**src/rtl/alu_arbiter.sv**
```systemverilog
// ---------------------------------------------------------------------------
// alu_arbiter
//
// Purpose:
//   Shares the single combinational EX-stage ALU between two requesters using
//   round-robin arbitration. The winning request's opcode and operands are
//   captured into holding registers that drive the ALU. The ALU result is
//   registered one cycle later and handed back on the winner's response
//   channel with a valid/ready handshake. This block is the only driver of
//   the ALU inputs.
//
// Ports:
//   clk         in   1            rising-edge clock
//   rst         in   1            synchronous, active-high reset
//   req_valid   in   2            bit i: requester i presents an operation
//   req_ready   out  2            bit i: requester i accepted this cycle
//   req_op      in   2x4          per-requester ALU opcode
//   req_rs1     in   2xXLEN       per-requester operand rs1
//   req_rs2     in   2xXLEN       per-requester operand rs2
//   req_imm     in   2xXLEN       per-requester immediate
//   alu_op      out  4            opcode driven to the ALU
//   alu_rs1     out  XLEN         rs1 driven to the ALU
//   alu_rs2     out  XLEN         rs2 driven to the ALU
//   alu_imm     out  XLEN         immediate driven to the ALU
//   alu_result  in   XLEN         combinational result from the ALU
//   resp_valid  out  2            bit i: result for requester i available
//   resp_ready  in   2            bit i: requester i consumes the result
//   resp_data   out  XLEN         result, shared by both response channels
// ---------------------------------------------------------------------------
module alu_arbiter #(
    parameter int XLEN = 32
) (
    input  logic                 clk,
    input  logic                 rst,

    input  logic [1:0]           req_valid,
    output logic [1:0]           req_ready,
    input  logic [1:0][3:0]      req_op,
    input  logic [1:0][XLEN-1:0] req_rs1,
    input  logic [1:0][XLEN-1:0] req_rs2,
    input  logic [1:0][XLEN-1:0] req_imm,

    output logic [3:0]           alu_op,
    output logic [XLEN-1:0]      alu_rs1,
    output logic [XLEN-1:0]      alu_rs2,
    output logic [XLEN-1:0]      alu_imm,
    input  logic [XLEN-1:0]      alu_result,

    output logic [1:0]           resp_valid,
    input  logic [1:0]           resp_ready,
    output logic [XLEN-1:0]      resp_data
);

    typedef enum logic [1:0] {
        IDLE = 2'd0,
        EXEC = 2'd1,
        RESP = 2'd2
    } state_e;

    state_e          state_q,   state_d;
    logic            rrPtr_q,   rrPtr_d;
    logic            gntId_q,   gntId_d;
    logic [3:0]      holdOp_q,  holdOp_d;
    logic [XLEN-1:0] holdRs1_q, holdRs1_d;
    logic [XLEN-1:0] holdRs2_q, holdRs2_d;
    logic [XLEN-1:0] holdImm_q, holdImm_d;
    logic [XLEN-1:0] result_q,  result_d;

    logic            arbValid;
    logic            arbIdx;
    logic            acceptNow;
    logic            respDone;

    // Arbitration. A lone requester always wins; the round-robin pointer only
    // breaks ties, so a single active port can issue back-to-back.
    always_comb begin
        arbValid = |req_valid;
        if (&req_valid) begin
            arbIdx = rrPtr_q;
        end else begin
            arbIdx = req_valid[1];
        end
    end

    // Handshake qualifiers. Only the granted port's resp_ready matters; the
    // other bit is deliberately ignored.
    always_comb begin
        acceptNow = (state_q == IDLE) && arbValid;
        respDone  = (state_q == RESP) && resp_ready[gntId_q];
    end

    // Next-state and output logic. Every register holds by default, so the
    // holding registers and the result only change on accept and in EXEC.
    always_comb begin
        state_d    = state_q;
        rrPtr_d    = rrPtr_q;
        gntId_d    = gntId_q;
        holdOp_d   = holdOp_q;
        holdRs1_d  = holdRs1_q;
        holdRs2_d  = holdRs2_q;
        holdImm_d  = holdImm_q;
        result_d   = result_q;
        req_ready  = 2'b00;
        resp_valid = 2'b00;

        case (state_q)
            IDLE: begin
                if (acceptNow) begin
                    req_ready[arbIdx] = 1'b1;
                    holdOp_d          = req_op[arbIdx];
                    holdRs1_d         = req_rs1[arbIdx];
                    holdRs2_d         = req_rs2[arbIdx];
                    holdImm_d         = req_imm[arbIdx];
                    gntId_d           = arbIdx;
                    rrPtr_d           = ~arbIdx;
                    state_d           = EXEC;
                end
            end

            EXEC: begin
                // The ALU has had a full cycle to settle on the holding
                // registers; whatever it produces (including 0 for opcodes
                // it does not know) is what gets returned.
                result_d = alu_result;
                state_d  = RESP;
            end

            RESP: begin
                resp_valid[gntId_q] = 1'b1;
                if (respDone) begin
                    state_d = IDLE;
                end
            end

            default: begin
                state_d = IDLE;
            end
        endcase
    end

    // State and datapath registers. Reset drops any in-flight operation, so
    // no response can follow a reset.
    always_ff @(posedge clk) begin
        if (rst) begin
            state_q   <= IDLE;
            rrPtr_q   <= 1'b0;
            gntId_q   <= 1'b0;
            holdOp_q  <= '0;
            holdRs1_q <= '0;
            holdRs2_q <= '0;
            holdImm_q <= '0;
            result_q  <= '0;
        end else begin
            state_q   <= state_d;
            rrPtr_q   <= rrPtr_d;
            gntId_q   <= gntId_d;
            holdOp_q  <= holdOp_d;
            holdRs1_q <= holdRs1_d;
            holdRs2_q <= holdRs2_d;
            holdImm_q <= holdImm_d;
            result_q  <= result_d;
        end
    end

    // The ALU sees the holding registers directly, which keeps its inputs
    // stable from EXEC through RESP.
    always_comb begin
        alu_op    = holdOp_q;
        alu_rs1   = holdRs1_q;
        alu_rs2   = holdRs2_q;
        alu_imm   = holdImm_q;
        resp_data = result_q;
    end

    // Structural sanity properties of the handshakes.
    assert property (@(posedge clk) disable iff (rst) $onehot0(req_ready));
    assert property (@(posedge clk) disable iff (rst) $onehot0(resp_valid));
    assert property (@(posedge clk) disable iff (rst)
                     !((|req_ready) && (|resp_valid)));

endmodule
```
**config.mk**
```make
export PLATFORM = sky130hd
export DESIGN_NAME = alu_arbiter
export DESIGN_NICKNAME = d
export VERILOG_FILES = /design/src/rtl/alu_arbiter.sv
export SDC_FILE = /design/constraint.sdc
export NUM_CORES = 1
export LEC_CHECK = 0
export CAP_MARGIN = 30
export CORE_AREA = 4 4 144 146
export DETAILED_ROUTE_END_ITERATION = 6
export DIE_AREA = 0 0 148 150
export MAX_ROUTING_LAYER = met4
export PLACE_DENSITY = 0.68
export SYNTH_ARGS = -nofsm -noshare
export SYNTH_HDL_FRONTEND = slang
export SYNTH_SLANG_ARGS = --single-unit
```
**constraint.sdc**
```tcl
create_clock -name clk -period 2.3 [get_ports clk]
set_clock_uncertainty 0.15 [all_clocks]
set_input_delay 0.69 -clock clk [delete_from_list [all_inputs] [get_ports clk]]
set_output_delay 0.69 -clock clk [all_outputs]
set_load 0.01 [all_outputs]
```
==> out/metrics.yaml, run 1 <==
synth_top_area_share_pct: 45.8
synthCells: 753
wl_mm: 26.4
numCtsBuffers: 17
synth_area_leaders: "dfxtp_1 (46%), a31oi_1 (11%), nand4_1 (11%)"
start_util_pct: 30.6
vias: 7371
r2r-end: "alu_op[0]"
grt_max_degree: 102
fill_cells: 1851
routedWlPerCell_microns: 19.6
post-cts-setup-buffers: 0
period_share_pct: 97.2
overflow: 0
hp-class: "reg2reg"
reg2reg_depth: 5
numPortBuffers: 373
worstPathArrival_ns: 1.40
grt_pass1_wl_mm: 39.2
path_max_fanout: 2
gpl.final_weighted_congestion: 0.841
coreArea_sq_mm: 0.0194
final_antenna_net_count: 0
outcome: "completed"
slew_headroom_pct: 48.0
ys_seq_area_share_pct: 45.8
path_class: "in2out"
dr_wl_met2_mm: 12.4
max_freq_mhz: 447
die_w_microns: 148
whs_ns: 0.302
clock_latency_ns: 0.41
ir_worst_vdd_uv: 461
postLayoutCellArea_sq_mm: 0.0105
htree_levels: 4
met1_length_mm: 10.6
placed_area_sq_mm: 0.00987
hpwl_mm: 17.7
viasPerCell: 5.47
cts-hold-fix-buffers: 0
cts_tree: "yes"
crit_required_ns: 1.46
setup.worst_path.end_class: "primary output"
drt_iter0_drc: 354
fin_tns_setup_ns: 0
top_layer_used: "met4"
die_h_microns: 150
worst_pin_slew_ns: 0.779
layout.nets: 1308
power_density_mw_per_mm2: 712
synthDistinctLibCells: 25
synth-async-reset-ratio_pct: 0
drtPass1Iterations: 5
start_kind: "primary input"
hold_violations: 0
synth_area_sq_mm: 0.00594
synth_top_area_cell: "dfxtp_1"
grt_pass1_vias: 6959
area_growth_pct: 76.5
antenna_found_initial: 0
setup-violations-final: 0
diodes: 0
die_area_sq_mm: 0.0222
synth_edf_count: 0
final_util_pct: 54.0
rsz0062_at_grt: "no"
drv_cap: 0
synth_fp_nets: 991
drive_gt1_share_pct: 6.65
yosys_warnings: 0
min_period_ns: 2.24
finalNonFillerCells: 1347
clock_sink_count: 136
path_clk_slew_ns: 0.06
hp-start: "resp_data[2]"
reg2reg_from: "rrPtr_q"
ys_ff_latch: 136
dp.cells: 1316
clk_path_buf_depth: 2
maxSlewViolCount: 0
wl_met3_mm: 2.69
p_leak_nw: 3.55
track_usage_pct: 22.9
drc: 0
num_rows: 51
hold_depth: 2
avgSynthCellArea_sq_um: 7.89
root_buffer: "clkbuf_16"
synth_ff_type: "dfxtp_1"
hold_end: "resp_data[2]"
rrSetupSlack_ns: 0.35
ios: 374
[layer usage]
metal	track usage, %	vias to the layer above
met2	35.4	365
met3	7.60	46
li1	-	3463
met5	-	-
met4	7.21	0
met1	28.5	3497
[final cells by class]
cell class                      count  area, sq um  share of cell area [%]
Clock buffer                       17          425                    4.06
Inverter                            2         7.51                  0.0716
Multi-Input combinational cell    515         2810                    26.8
Clock inverter                     14          196                    1.87
Timing Repair Buffer              398         3990                    38.1
Tap cell                          265          332                    3.16
Sequential cell                   136         2730                    26.0
[metrics by stage]
| stage | setup WS [ns] | total power [W] |
|---|---|---|
| final | 0.0635 | 0.00746 |
| after global routing | 0.00283 | 0.00780 |
| after detailed placement | -0.380 | 0.00460 |
| after CTS | 0.00721 | 0.00754 |
| after floorplan | 0.0336 | 0.00351 |
| after global placement | -0.396 | 0.00458 |
[worst max-delay path, cell delays in order]
cell      delay, ns
buf_4          0.12
a211oi_4       0.23
nand2_1        0.12
inv_2          0.10
buf_2          0.13
[placed cells by master (no fill, tap or decap), types with 3 or more instances in the layout]
master,count
nand3_1,100
clkdlybuf4s50_1,366
clkinvlp_4,3
nand2_1,65
inv_6,3
clkbuf_16,17
o21ai_0,97
a31oi_1,100
a21oi_1,35
dfxtp_1,134
o21ai_1,5
bufinv_16,4
buf_12,7
nand4_1,100
buf_4,21
[cell usage after synthesis, types with 2 or more instances]
cell type / count
nand3_1: 101
a31oi_1: 100
inv_1: 2
nand2_1: 65
a21oi_1: 35
o21ai_0: 97
nand2b_1: 2
o21ai_1: 5
nand4_1: 100
clkbuf_1: 58
clkbuf_2: 5
dfxtp_1: 136
buf_4: 4
buf_2: 32
[cells by family after synthesis]
kind of cell	synth area share (%)
AND/OR/NAND/NOR	24.2
buffers and inverters	7.48
multiplexers	0.169
AO/OA/AOI/OAI	22.3
flip-flops	45.8
[where the power goes]
| part | leakage (nW) | total (W) | switching (W) | internal (W) |
|---|---|---|---|---|
| registers | 1.12 | 0.00267 | 0.000103 | 0.00257 |
| clock network | 0.296 | 0.00292 | 0.00110 | 0.00182 |
| logic | 2.13 | 0.00187 | 0.000914 | 0.000955 |
| total | 3.55 | 0.00746 | 0.00212 | 0.00534 |
[worst max path at each step]
stage / start / end / cells after the start / slack [ns]
finish: req_valid[1] / req_ready[0] / 5 / 0.06
global route: state_q[0] / resp_valid[0] / 3 / 0.003
CTS: state_q[0] / resp_valid[1] / 3 / 0.007
detailed placement: req_valid[1] / req_ready[0] / 5 / -0.38
global placement: req_valid[1] / req_ready[0] / 5 / -0.40
floorplan: req_valid[1] / req_ready[0] / 5 / 0.03
[state kept, by name (all words and copies together), names as in the netlist]
name,cells
alu_imm,32
resp_data,32
gntId_q,1
alu_op,4
rrPtr_q,1
state_q,2
alu_rs2,32
alu_rs1,32
[timing repair]
| item | in CTS | in global routing |
|---|---|---|
| pin swaps | 1 | 0 |
| resized for setup | 14 | 3 |
| setup endpoints to repair | 4 | 2 |
(Power assumes the default switching activity.)
==> inputs of run 2 (changes only) <==
CORE_AREA = 4 4 142 144   (was 4 4 144 146)
CTS_BUF_LIST = sky130_fd_sc_hd__clkbuf_8   (was unset)
DIE_AREA = 0 0 146 148   (was 0 0 148 150)
PLACE_DENSITY = 0.7   (was 0.68)
==> out/metrics.yaml, run 2 (synthesis gave the netlist of run 1 again) <==
outcome: "completed"
power_w: 0.00656
slowest_stage: "clkdlybuf4s50_1"
final_common_cell: "clkdlybuf4s50_1"
endpoint: "alu_rs2[7]"
rsz0062_at_grt: "no"
whs_ns: 0.306
grt_pass1_vias: 7063
cp_num_cells: 1
overflow: 0
p_leak_nw: 3.46
gpl.final_weighted_congestion: 0.816
final_antenna_net_count: 0
htree_levels: 4
reg2reg_depth: 5
clock_sink_count: 136
grt_pass1_wl_mm: 39.6
drive_gt1_share_pct: 6.56
crit_path_cell_trace: "clkdlybuf4s50_1"
die_w_microns: 146
setup.worst_path.end_class: "primary output"
setup-violations-final: 0
numPortBuffers: 373
worst_pin_slew_ns: 0.670
drc: 0
wl_mm: 26.5
slowest_delay_ns: 0.58
path_class: "reg2out"
num_rows: 50
crit_required_ns: 1.46
path_max_fanout: 2
hp-class: "reg2reg"
antenna_found_initial: 0
critical_path.startpoint: "alu_rs2[7]"
rrSetupSlack_ns: 0.25
layout.nets: 1307
maxSlewViolCount: 0
coreArea_sq_mm: 0.0187
vias: 7356
final_cell_mix: "clkdlybuf4s50_1 (365), dfxtp_1 (133), nand3_1 (101)"
reg2reg_from: "rrPtr_q"
viasPerCell: 5.59
diodes: 0
period_share_pct: 97.6
clock_latency_ns: 0.43
ir_worst_vdd_uv: 338
drtPass1Iterations: 5
path_clk_slew_ns: 0.09
drt_iter0_drc: 540
final_util_pct: 54.7
power_density_mw_per_mm2: 642
numCtsBuffers: 17
grt_max_degree: 102
start_kind: "flip-flop"
slew_headroom_pct: 55.3
root_buffer: "clkbuf_8"
routedWlPerCell_microns: 20.1
r2r-end: "alu_imm[11]"
crit_family: "buffers and inverters"
drv_cap: 0
clk_path_buf_depth: 2
cts_tree: "yes"
min_period_ns: 2.25
path_buf_inv: 1
track_usage_pct: 23.7
start_util_pct: 31.8
die_h_microns: 148
hold_violations: 0
worstPathArrival_ns: 1.41
max_freq_mhz: 445
ios: 374
area_growth_pct: 72.2
die_area_sq_mm: 0.0216
hpwl_mm: 17.3
cts-hold-fix-buffers: 0
[run 2: cell types whose count changed in the layout (fill, tap and decap cells not counted), sizes merged]
cell and change:
dlygate4sd1 -1, dlygate4sd2 -1, clkinvlp +2, bufinv -2, clkdlybuf4s50 -1, clkdlybuf4s15 +1
clkbuf +1, dlymetal6s2s +1
[run 2: layout make-up]
cell class	count	area, sq um
clock buffer	18	248
fill	1758	8480
clock inverter	14	150
timing repair buffer	397	4000
inverter	2	7.51
sequential	136	2730
tap	234	293
multi-input combinational	515	2800
[run 2: metal layers]
metal,global-route usage [%],routed length [microns]
met1,28.7,10800
met2,37.3,12500
met3,6.96,2410
met4,9.27,810
met5,-,0
[run 2: what timing repair did]
action | 4_1_cts | 5_1_grt
setup buffers | 0 | 0
endpoints found under the hold margin | 0 | 0
endpoints found under the setup margin | 4 | 2
gates cloned | 0 | 0
pin swaps | 1 | 0
gates resized for setup | 20 | 2
[run 2: through the flow]
step | worst slack [ns] | area, sq um | std cells | setup TNS, ns
final | 0.0545 | 10200 | 1316 | 0
after global routing | 0.000822 | 10200 | 1316 | 0
after CTS | 0.00336 | 10200 | 1316 | 0
after detailed placement | -0.304 | 9830 | 1284 | -8.65
after global placement | -0.311 | 9830 | 1284 | -7.43
after floorplan | 0.0336 | 5940 | 753 | 0
[run 2: how the worst min path moves through the flow]
stage,start,endpoint,slack (ns),cells after the start
finish,resp_data[23],resp_data[23],0.31,2
global route,resp_data[18],resp_data[18],0.32,2
CTS,resp_data[23],resp_data[23],0.31,2
detailed placement,resp_data[23],resp_data[23],0.30,2
global placement,resp_data[23],resp_data[23],0.29,2
floorplan,rrPtr_q,rrPtr_q,0.32,2
[run 2: where the power goes]
part	internal [W]	switching (W)	total [W]
registers	0.00257	0.000109	0.00267
clock network	0.000996	0.00102	0.00201
logic	0.000958	0.000917	0.00188
==> inputs of run 3 (changes only) <==
TNS_END_PERCENT = 100   (was unset)
==> results of run 3 <==
Final layout, timing and power as in run 2 (identical DEF).
